--- src/rtl/idex_stage_pkg.sv ---
// Shared CPU package: datapath widths, ID/EX bundle and FSM encoding.
// Writeback bypass helper is only referenced when IDEX_WB_BYPASS_EN is defined.
package idex_stage_pkg;

  localparam int REG_AW = 4;
  localparam int DATA_W = 16;
  localparam int OPC_W  = 4;
  localparam int IMM_W  = 8;

  typedef enum logic [0:0] {
    RUN    = 1'b0,
    BUBBLE = 1'b1
  } idex_fsm_t;

  typedef struct packed {
    logic              valid;
    logic              wb_en;
    logic              mem_rd;
    logic [REG_AW-1:0] sr1;
    logic [REG_AW-1:0] sr2;
    logic [REG_AW-1:0] dest;
    logic [OPC_W-1:0]  opcode;
    logic [IMM_W-1:0]  imm;
    logic [DATA_W-1:0] rd1;
    logic [DATA_W-1:0] rd2;
  } idex_bus_t;

  function automatic logic [DATA_W-1:0] wb_pick(
    input logic              en,
    input logic [REG_AW-1:0] wdest,
    input logic [REG_AW-1:0] src,
    input logic [DATA_W-1:0] wdata,
    input logic [DATA_W-1:0] rdata
  );
    return (en && wdest != '0 && wdest == src) ? wdata : rdata;
  endfunction

endpackage

--- src/rtl/idex_stage_hazard_detect.sv ---
// RAW hazard between the instruction in ID and the producer held in EX.
// A match on r0 never stalls since r0 is hardwired zero.
module hazard_detect #(
  parameter int REG_AW = 4
) (
  input  logic              id_valid,
  input  logic [REG_AW-1:0] id_sr1,
  input  logic [REG_AW-1:0] id_sr2,
  input  logic              id_use_sr1,
  input  logic              id_use_sr2,
  input  logic              ex_valid,
  input  logic              ex_wb_en,
  input  logic [REG_AW-1:0] ex_dest,
  output logic              haz
);

  logic m1;
  logic m2;

  assign m1  = id_use_sr1 && (id_sr1 == ex_dest);
  assign m2  = id_use_sr2 && (id_sr2 == ex_dest);
  assign haz = id_valid && ex_valid && ex_wb_en
            && (ex_dest != '0) && (m1 || m2);

endmodule

--- src/rtl/idex_stage.sv ---
// ID/EX pipeline register with RAW bubble insertion, flush and stall counter.
// Define IDEX_WB_BYPASS_EN to take operands from writeback on capture/stall.
module idex_stage
  import idex_stage_pkg::*;
#(
  parameter int REG_AW = idex_stage_pkg::REG_AW,
  parameter int DATA_W = idex_stage_pkg::DATA_W,
  parameter int OPC_W  = idex_stage_pkg::OPC_W,
  parameter int IMM_W  = idex_stage_pkg::IMM_W,
  parameter int CNT_W  = 16
) (
  input  logic              clk,
  input  logic              rst,
  input  logic              id_valid,
  input  logic [REG_AW-1:0] id_sr1,
  input  logic [REG_AW-1:0] id_sr2,
  input  logic              id_use_sr1,
  input  logic              id_use_sr2,
  input  logic [REG_AW-1:0] id_dest,
  input  logic              id_wb_en,
  input  logic              id_mem_rd,
  input  logic [OPC_W-1:0]  id_opcode,
  input  logic [IMM_W-1:0]  id_imm,
  input  logic [DATA_W-1:0] id_rd1,
  input  logic [DATA_W-1:0] id_rd2,
  input  logic [REG_AW-1:0] wb_dest,
  input  logic              wb_en,
  input  logic [DATA_W-1:0] wb_data,
  input  logic              flush,
  input  logic              ex_stall,
  input  logic              perf_clr,
  output logic              id_stall,
  output logic              ex_valid,
  output logic              ex_wb_en,
  output logic              ex_mem_rd,
  output logic [REG_AW-1:0] ex_sr1,
  output logic [REG_AW-1:0] ex_sr2,
  output logic [REG_AW-1:0] ex_dest,
  output logic [OPC_W-1:0]  ex_opcode,
  output logic [IMM_W-1:0]  ex_imm,
  output logic [DATA_W-1:0] ex_rd1,
  output logic [DATA_W-1:0] ex_rd2,
  output logic [CNT_W-1:0]  stall_cnt
);

  logic             haz;
  idex_fsm_t        state_q;
  idex_fsm_t        state_d;
  idex_bus_t        ex_q;
  idex_bus_t        ex_d;
  idex_bus_t        cap;
  logic [CNT_W-1:0] cnt_q;
  logic [CNT_W-1:0] cnt_d;

  hazard_detect #(.REG_AW(REG_AW)) u_haz (
    .id_valid   (id_valid),
    .id_sr1     (id_sr1),
    .id_sr2     (id_sr2),
    .id_use_sr1 (id_use_sr1),
    .id_use_sr2 (id_use_sr2),
    .ex_valid   (ex_q.valid),
    .ex_wb_en   (ex_q.wb_en),
    .ex_dest    (ex_q.dest),
    .haz        (haz)
  );

  assign id_stall = !rst && !flush && (ex_stall || haz);

  always_comb begin
    cap.valid  = id_valid;
    cap.wb_en  = id_valid && id_wb_en;
    cap.mem_rd = id_valid && id_mem_rd;
    cap.sr1    = id_sr1;
    cap.sr2    = id_sr2;
    cap.dest   = id_dest;
    cap.opcode = id_opcode;
    cap.imm    = id_imm;
`ifdef IDEX_WB_BYPASS_EN
    cap.rd1    = wb_pick(wb_en, wb_dest, id_sr1, wb_data, id_rd1);
    cap.rd2    = wb_pick(wb_en, wb_dest, id_sr2, wb_data, id_rd2);
`else
    cap.rd1    = id_rd1;
    cap.rd2    = id_rd2;
`endif
  end

`ifndef IDEX_WB_BYPASS_EN
  logic unused_wb;
  assign unused_wb = ^{wb_en, wb_dest, wb_data};
`endif

  always_comb begin
    ex_d    = ex_q;
    state_d = state_q;
    if (flush) begin
      ex_d.valid  = 1'b0;
      ex_d.wb_en  = 1'b0;
      ex_d.mem_rd = 1'b0;
      state_d     = RUN;
    end else if (ex_stall) begin
`ifdef IDEX_WB_BYPASS_EN
      // producer may leave WB while EX waits; keep operands current
      ex_d.rd1 = wb_pick(wb_en, wb_dest, ex_q.sr1, wb_data, ex_q.rd1);
      ex_d.rd2 = wb_pick(wb_en, wb_dest, ex_q.sr2, wb_data, ex_q.rd2);
`endif
    end else if (haz) begin
      ex_d.valid  = 1'b0;
      ex_d.wb_en  = 1'b0;
      ex_d.mem_rd = 1'b0;
      state_d     = BUBBLE;
    end else begin
      ex_d    = cap;
      state_d = RUN;
    end
  end

  always_comb begin
    cnt_d = cnt_q;
    if (perf_clr)
      cnt_d = '0;
    else if (haz && !flush && !ex_stall && cnt_q != '1)
      cnt_d = cnt_q + 1'b1;
  end

  always_ff @(posedge clk or posedge rst) begin
    if (rst) begin
      ex_q    <= '0;
      state_q <= RUN;
      cnt_q   <= '0;
    end else begin
      ex_q    <= ex_d;
      state_q <= state_d;
      cnt_q   <= cnt_d;
    end
  end

  assign ex_valid  = ex_q.valid;
  assign ex_wb_en  = ex_q.wb_en;
  assign ex_mem_rd = ex_q.mem_rd;
  assign ex_sr1    = ex_q.sr1;
  assign ex_sr2    = ex_q.sr2;
  assign ex_dest   = ex_q.dest;
  assign ex_opcode = ex_q.opcode;
  assign ex_imm    = ex_q.imm;
  assign ex_rd1    = ex_q.rd1;
  assign ex_rd2    = ex_q.rd2;
  assign stall_cnt = cnt_q;

endmodule
--- config.mk ---
export PLATFORM = sky130hd
export DESIGN_NAME = idex_stage
export DESIGN_NICKNAME = d
export VERILOG_FILES = /design/src/rtl/idex_stage_pkg.sv /design/src/rtl/idex_stage_hazard_detect.sv /design/src/rtl/idex_stage.sv
export SDC_FILE = /design/constraint.sdc
export NUM_CORES = 1
export LEC_CHECK = 0
export CORE_MARGIN = 1.5
export CORE_UTILIZATION = 35
export DETAILED_ROUTE_END_ITERATION = 8
export PLACE_DENSITY = 0.7
export SLEW_MARGIN = 20
export SYNTH_ARGS = -nofsm -noshare
export SYNTH_HDL_FRONTEND = slang
export SYNTH_SLANG_ARGS = --single-unit
--- constraint.sdc ---
create_clock -name clk -period 5.9 [get_ports clk]
set_input_delay 1.18 -clock clk [delete_from_list [all_inputs] [get_ports clk]]
set_output_delay 1.18 -clock clk [all_outputs]
set_load 0.005 [all_outputs]
==> impl_results.md, run 1 <==
* Distinct cells, synth at 38
* Area leader, netlist: dfrtp_1
* Mapped Cells at between 200 and 300
* Crit-path slowest cell: or4_1
* PD cells at 248.5 nW/um2
* Area of the multi-input gates at around 1400 um2
* Crit end category: primary output
* Post-synth EDFFs at 0
* Most common cell after layout, fill and taps aside: clkdlybuf4s50_1
* Crit-path max cell delay at ~0.88 ns
* CTS tree: built
* Skew-Pair Late Insertion Delay at 0.34 ns
* Hold Crit Start: ex_imm[1]
* Layout net count at around 490
* Worst path bufs/invs at 2
* Tot Pwr at ~1.3 mW
* Placed Instance Area at 4928 um2
* Root buffer cell: clkbuf_8
* H-tree level count at 3
* Worst Setup SP: id_valid
* Worst R2R Start: ex_dest[0]
* Total GRT Usage at 0.1607
* Post-synthesis cell area at approximately 3400 um2
* CTS resizes at 0
* Yosys warns at 0
* Die Area at between 10,000 and 15,000 um2
* Synth Flop Type: dfrtp_1
* Clk pin slew, worst setup/hold paths at approximately 0.080 ns
* Final Hold Vio Count at 0
* Design Area, Final at about 5100 um2
* Yosys reg bits at 75
* Crit-path leading delay family: buffers and inverters
* Placed cells at roughly 520
* Data arrival, critical path at 3.66 ns
* Pleak at ~2.1 nW
* Maxcap violations at 0
* Share of layout cells above drive strength 1 at 0.2327
* Routability cong. at around 0.75
* Vias in the first global route at 2,656
* Post-CTS Setup Inserts at 0
* Crit path time final at 4.842 ns
* Grt ovf at 0
* Initial Util at 0.3658
* CP Cell Sequence: clkdlybuf4s50_1, nand4_1, or4_1, a311oi_1, clkdlybuf4s50_1
* Die H at between 100 and 150 um
* Final setup vio count at 0
* R2r setup slk at approximately 2.8 ns
* Slew headroom at 0.4504
* Tcrit/Tclk final at 0.8206
* Largest net degree at the start of global routing at 60
* Maximum vdd drop at roughly 0.16 mV
* Crit path required time at about 4.7 ns
* Total number of vias at between 2,000 and 3,000
* Vias/cell at ~5.0
* Share of the yosys chip area belonging to registers at 0.5474
* I/O Pins at between 150 and 200
* Routed Antenna Nets at 0
* Largest cells by area after synthesis: dfrtp_1, mux2_2, mux2_4, nor2b_1, nor2_1
* HP Class: reg2reg
* First-pass GRT wire length at 13,110 um
* Fillers at about 850
* Maximum buffer depth of the clock tree at 2
* Clock sink count at 75
* DRT Pass-1 Iters at 4
* Share of Yosys cell area claimed by the top area cell type at 0.5474
* Initial antenna violation count at 0
* Ant diodes at 0
* Setup_tns at 0 ns
* Initial DRC Count at 56
* Syn-to-layout area delta at 49.20%
* CTS Buf Count at 9
* DP HPWL at about 5900 um
* Outcome: finished, final reports clean
* WL/cell at around 16 um
* CP startpoint kind: input port
* Most frequent cells in the layout: clkdlybuf4s50_1, dfrtp_1, mux2_2
* FF/Latch Area at 1877 um2
* Worst Clk Skew at approximately 0.0095 ns
* Share of synthesized registers carrying an async set or reset at 1.000
* Worst Tran Pin Value at 0.8244 ns
* Slew Limit Fails at 0
* Post-Syn Nets at between 300 and 400
* Layout Cells excl Fill at roughly 530
* Hold-fix buffers, CTS at 0
* Core region area at between 9000 and 10,000 um2
* Worst Path Max Fanout at 17
* Syn_area_per_cell at 13.24 um2
* Die width at between 100 and 150 um
* RSZ-0062 raised after global routing: no
* Port bufs at ~140
* DRC violations left at 0
* Setup Crit Path Kind: in2out
* # rows at 35
* Post-Route WL at approximately 8400 um
* Max Fclk at 206.5 MHz
* Crit path top cell by count: clkdlybuf4s50_1
==> metrics by stage <==
stage / hold slack, ns / worst slack [ns] / utilization
2_1_floorplan: 0.4893 / 2.131 / -
4_1_cts: 0.5133 / 1.060 / 0.5463
5_1_grt: 0.5225 / 0.9412 / 0.5458
3_3_place_gp: 0.4826 / 1.061 / 0.5259
6_report: 0.5083 / 1.058 / 0.5458
3_5_place_dp: 0.4945 / 1.058 / 0.5259
==> cell usage after synthesis, types with 2 or more instances <==
| cell type | n |
|---|---|
| a2111oi_0 | 6 |
| a2111oi_2 | 3 |
| a211oi_1 | 5 |
| a32o_1 | 2 |
| and3_1 | 3 |
| buf_2 | 7 |
| buf_6 | 2 |
| clkbuf_1 | 4 |
| dfrtp_1 | 75 |
| inv_1 | 9 |
| mux2_2 | 63 |
| mux2_4 | 7 |
| nand2_1 | 4 |
| nand2b_1 | 5 |
| nand3_1 | 5 |
| nand4_1 | 6 |
| nor2_1 | 17 |
| nor2b_1 | 15 |
| or4_1 | 2 |
==> cells by family after synthesis <==
group | Yosys count | share of synthesized area
compound gates | 25 | 0.06606
buf+inv | 24 | 0.03759
simple gates | 60 | 0.09635
xor+xnor | 2 | 0.005110
flops | 75 | 0.5474
fa+ha+maj | 1 | 0.003649
mux | 72 | 0.2438
==> where the power goes <==
group | switching, mW | total, mW | internal (mW)
registers | 0.0339 | 0.605 | 0.571
logic | 0.0824 | 0.274 | 0.192
clock network | 0.196 | 0.392 | 0.196
==> routing by layer <==
layer / global-route usage / routed length [um] / part of all wire / up-vias
li1: - / - / - / 1216
met1: 0.2039 / 3520 / 0.42 / 1330
met2: 0.2649 / 4143 / 0.49 / 99
met3: 0.05540 / 642 / 0.077 / 4
met4: 0.03793 / 64 / 0.0076 / 0
met5: 0 / 0 / 0 / -
==> registers in the layout (all words and copies together), names as in the netlist <==
register   flops
ex_imm         8
ex_opcode      4
ex_rd1        16
stall_cnt     16
ex_rd2        16
ex_sr2         4
ex_sr1         4
ex_dest        4
ex_wb_en       1
ex_mem_rd      1
ex_valid       1
==> layout make-up <==
type / count / share of cell area
clock inverter: 6 / 0.01248
sequential: 75 / 0.3669
multi-input combinational: 160 / 0.2781
tap: 129 / 0.03156
clock buffer: 10 / 0.02495
timing repair buffer: 144 / 0.2794
inverter: 9 / 0.006605
==> path summary, 6_finish.rpt <==
path                       cells past startpoint      endpoint
hold / removal                                 1     ex_imm[1]
hold reg to reg                                1     ex_imm[1]
setup / recovery                               5      id_stall
setup reg to reg                               5    ex_rd1[15]
min in group asynchronous                      2  stall_cnt[7]
max in group asynchronous                      3      ex_wb_en
(Power assumes the default switching activity.)
==> inputs of run 2 (changes only) <==
PLACE_DENSITY = 0.73   (was 0.7)
clock period = 4.3 ns   (was 5.9 ns; I/O delays follow)
==> impl_results.md, run 2 (synthesis results as in run 1) <==
* Outcome: finished, final reports clean
* CP startpoint kind: input port
* Routed Antenna Nets at 0
* Root buffer cell: clkbuf_8
* Post-Route WL at about 8000 um
* Layout net count at about 490
* Skew-Pair Late Insertion Delay at 0.33 ns
* Tot Pwr at roughly 1.8 mW
* Setup Crit Path Kind: in2out
* Worst R2R Start: ex_dest[0]
* Critical Path Sink: id_stall
* # rows at 35
* Layout Cells excl Fill at roughly 530
* First-pass GRT wire length at 13,160 um
* Routability cong. at between 0.7 and 0.8
* CP Cell Sequence: clkdlybuf4s50_1, inv_1, a222oi_1, or4b_1, a311oi_1, clkdlybuf4s50_1
* Initial Util at 0.3658
* Total number of vias at around 2,600
* Crit end category: primary output
* Crit-path slowest cell: or4b_1
* Levels on crit path at 6
* Worst Tran Pin Value at between 1 and 1.5 ns
* Worst Setup SP: id_sr2[0]
* Die H at 102.0 um
* R2R cell count at 6
* Die width at about 100 um
* Total GRT Usage at 0.1615
* Post-CTS Setup Inserts at 0
* Grt ovf at 0
* Data arrival, critical path at 3.09 ns
* Syn-to-layout area delta at 50.62%
* Vias/cell at 4.850
* Core region area at between 9000 and 10,000 um2
* WL/cell at approximately 15 um
* Final setup vio count at 0
* Crit path required time at between 3 and 4 ns
* Vias in the first global route at roughly 2,700
* FF/Latch Area at ~1900 um2
* Worst path bufs/invs at 3
* Pleak at around 2.1 nW
* Maxcap violations at 0
* Maximum buffer depth of the clock tree at 2
* Most frequent cells in the layout: clkdlybuf4s50_1, dfrtp_1, mux2_2
* Slew headroom at 0.2971
* PD cells at 348.8 nW/um2
* R2r setup slk at between 1 and 1.5 ns
* CTS tree: built
* Crit-path max cell delay at 0.54 ns
* Worst Clk Skew at roughly 0.0057 ns
* DP HPWL at a little under 6000 um
* Most common cell after layout, fill and taps aside: clkdlybuf4s50_1
* Clk pin slew, worst setup/hold paths at about 0.080 ns
* I/O Pins at between 150 and 200
* Ant diodes at 0
* Port bufs at between 100 and 150
* Fillers at approximately 840
* Crit path top cell by count: clkdlybuf4s50_1
* Worst Path Max Fanout at 2
* Share of layout cells above drive strength 1 at 0.2370
* Clock sink count at 75
* Initial DRC Count at 68
* DRT Pass-1 Iters at 4
* Final Core Density at 0.5510
* Largest net degree at the start of global routing at 60
* Die Area at between 10,000 and 15,000 um2
* CTS Buf Count at 9
* Hold depth at 1
* Final Hold Vio Count at 0
* RR Endpoint: ex_rd1[13]
* Max Fclk at 253.2 MHz
* Crit path time final at just under 4 ns
* H-tree level count at 3
* Setup_tns at 0 ns
* HP Class: reg2reg
* Tcrit/Tclk final at 0.9183
* Crit-path leading delay family: buffers and inverters
* Initial antenna violation count at 0
* Area of the multi-input gates at 1428 um2
* Slew Limit Fails at 0
* RSZ-0062 raised after global routing: no
* Placed cells at 519
* CTS resizes at 0
* DRC violations left at 0
* Hold-fix buffers, CTS at 0
* Maximum vdd drop at 0.1534 mV
==> run 2: changes by cell type in the layout (fill, tap and decap cells not counted) <==
cell and delta:
buf_4 +2, o31ai_2 +1, o31ai_1 -1, clkdlybuf4s50_1 +1, buf_2 -1, clkinvlp_4 -1
clkbuf_1 -1, bufinv_16 +1, clkbuf_8 +1, inv_6 -1
==> run 2: worst min path at each step <==
| stage | start | endpoint | slack [ns] |
|---|---|---|---|
| finish | ex_opcode[3] | ex_opcode[3] | 0.51 |
| global route | ex_opcode[2] | ex_opcode[2] | 0.52 |
| CTS | ex_rd1[7] | ex_rd1[7] | 0.51 |
| detailed placement | ex_rd1[8] | ex_rd1[8] | 0.49 |
| global placement | ex_mem_rd | ex_mem_rd | 0.48 |
| floorplan | ex_mem_rd | ex_mem_rd | 0.49 |
==> run 2: through the flow <==
stage,hold WS (ns),instance area (um2),setup WS [ns]
global placement,0.4775,4943,0.3511
detailed placement,0.4946,4943,0.3372
floorplan,0.4893,3428,1.171
global route,0.5208,5164,0.2728
finish,0.5075,5164,0.3512
CTS,0.5119,5159,0.3250
==> run 2: worst reg2reg max path: stages (launching register included) <==
cell and delay [ns]:
dfrtp_1 0.46, or4_1 0.57, nand4_1 0.14, or4b_1 0.19, buf_4 0.25, and3_4 0.75
mux2_2 0.45
==> run 2: layout make-up <==
| cell class | instances | share of cell area |
|---|---|---|
| Clock buffer | 10 | 0.02665 |
| Clock inverter | 5 | 0.01502 |
| Tap cell | 129 | 0.03126 |
| Multi-Input combinational cell | 160 | 0.2765 |
| Inverter | 9 | 0.006542 |
| Timing Repair Buffer | 146 | 0.2806 |
| Sequential cell | 75 | 0.3635 |
==> run 2: power by group <==
group | switching, mW | internal (mW)
logic | 0.111 | 0.265
clock network | 0.258 | 0.338
registers | 0.0462 | 0.784
total | 0.415 | 1.39
==> run 2: metal layers <==
layer / vias up / share of wire / GRT usage
li1: 1230 / - / -
met1: 1260 / 0.43 / 0.2036
met2: 95 / 0.49 / 0.2685
met3: 5 / 0.076 / 0.05267
met4: 0 / 0.0046 / 0.04110
met5: - / 0 / 0
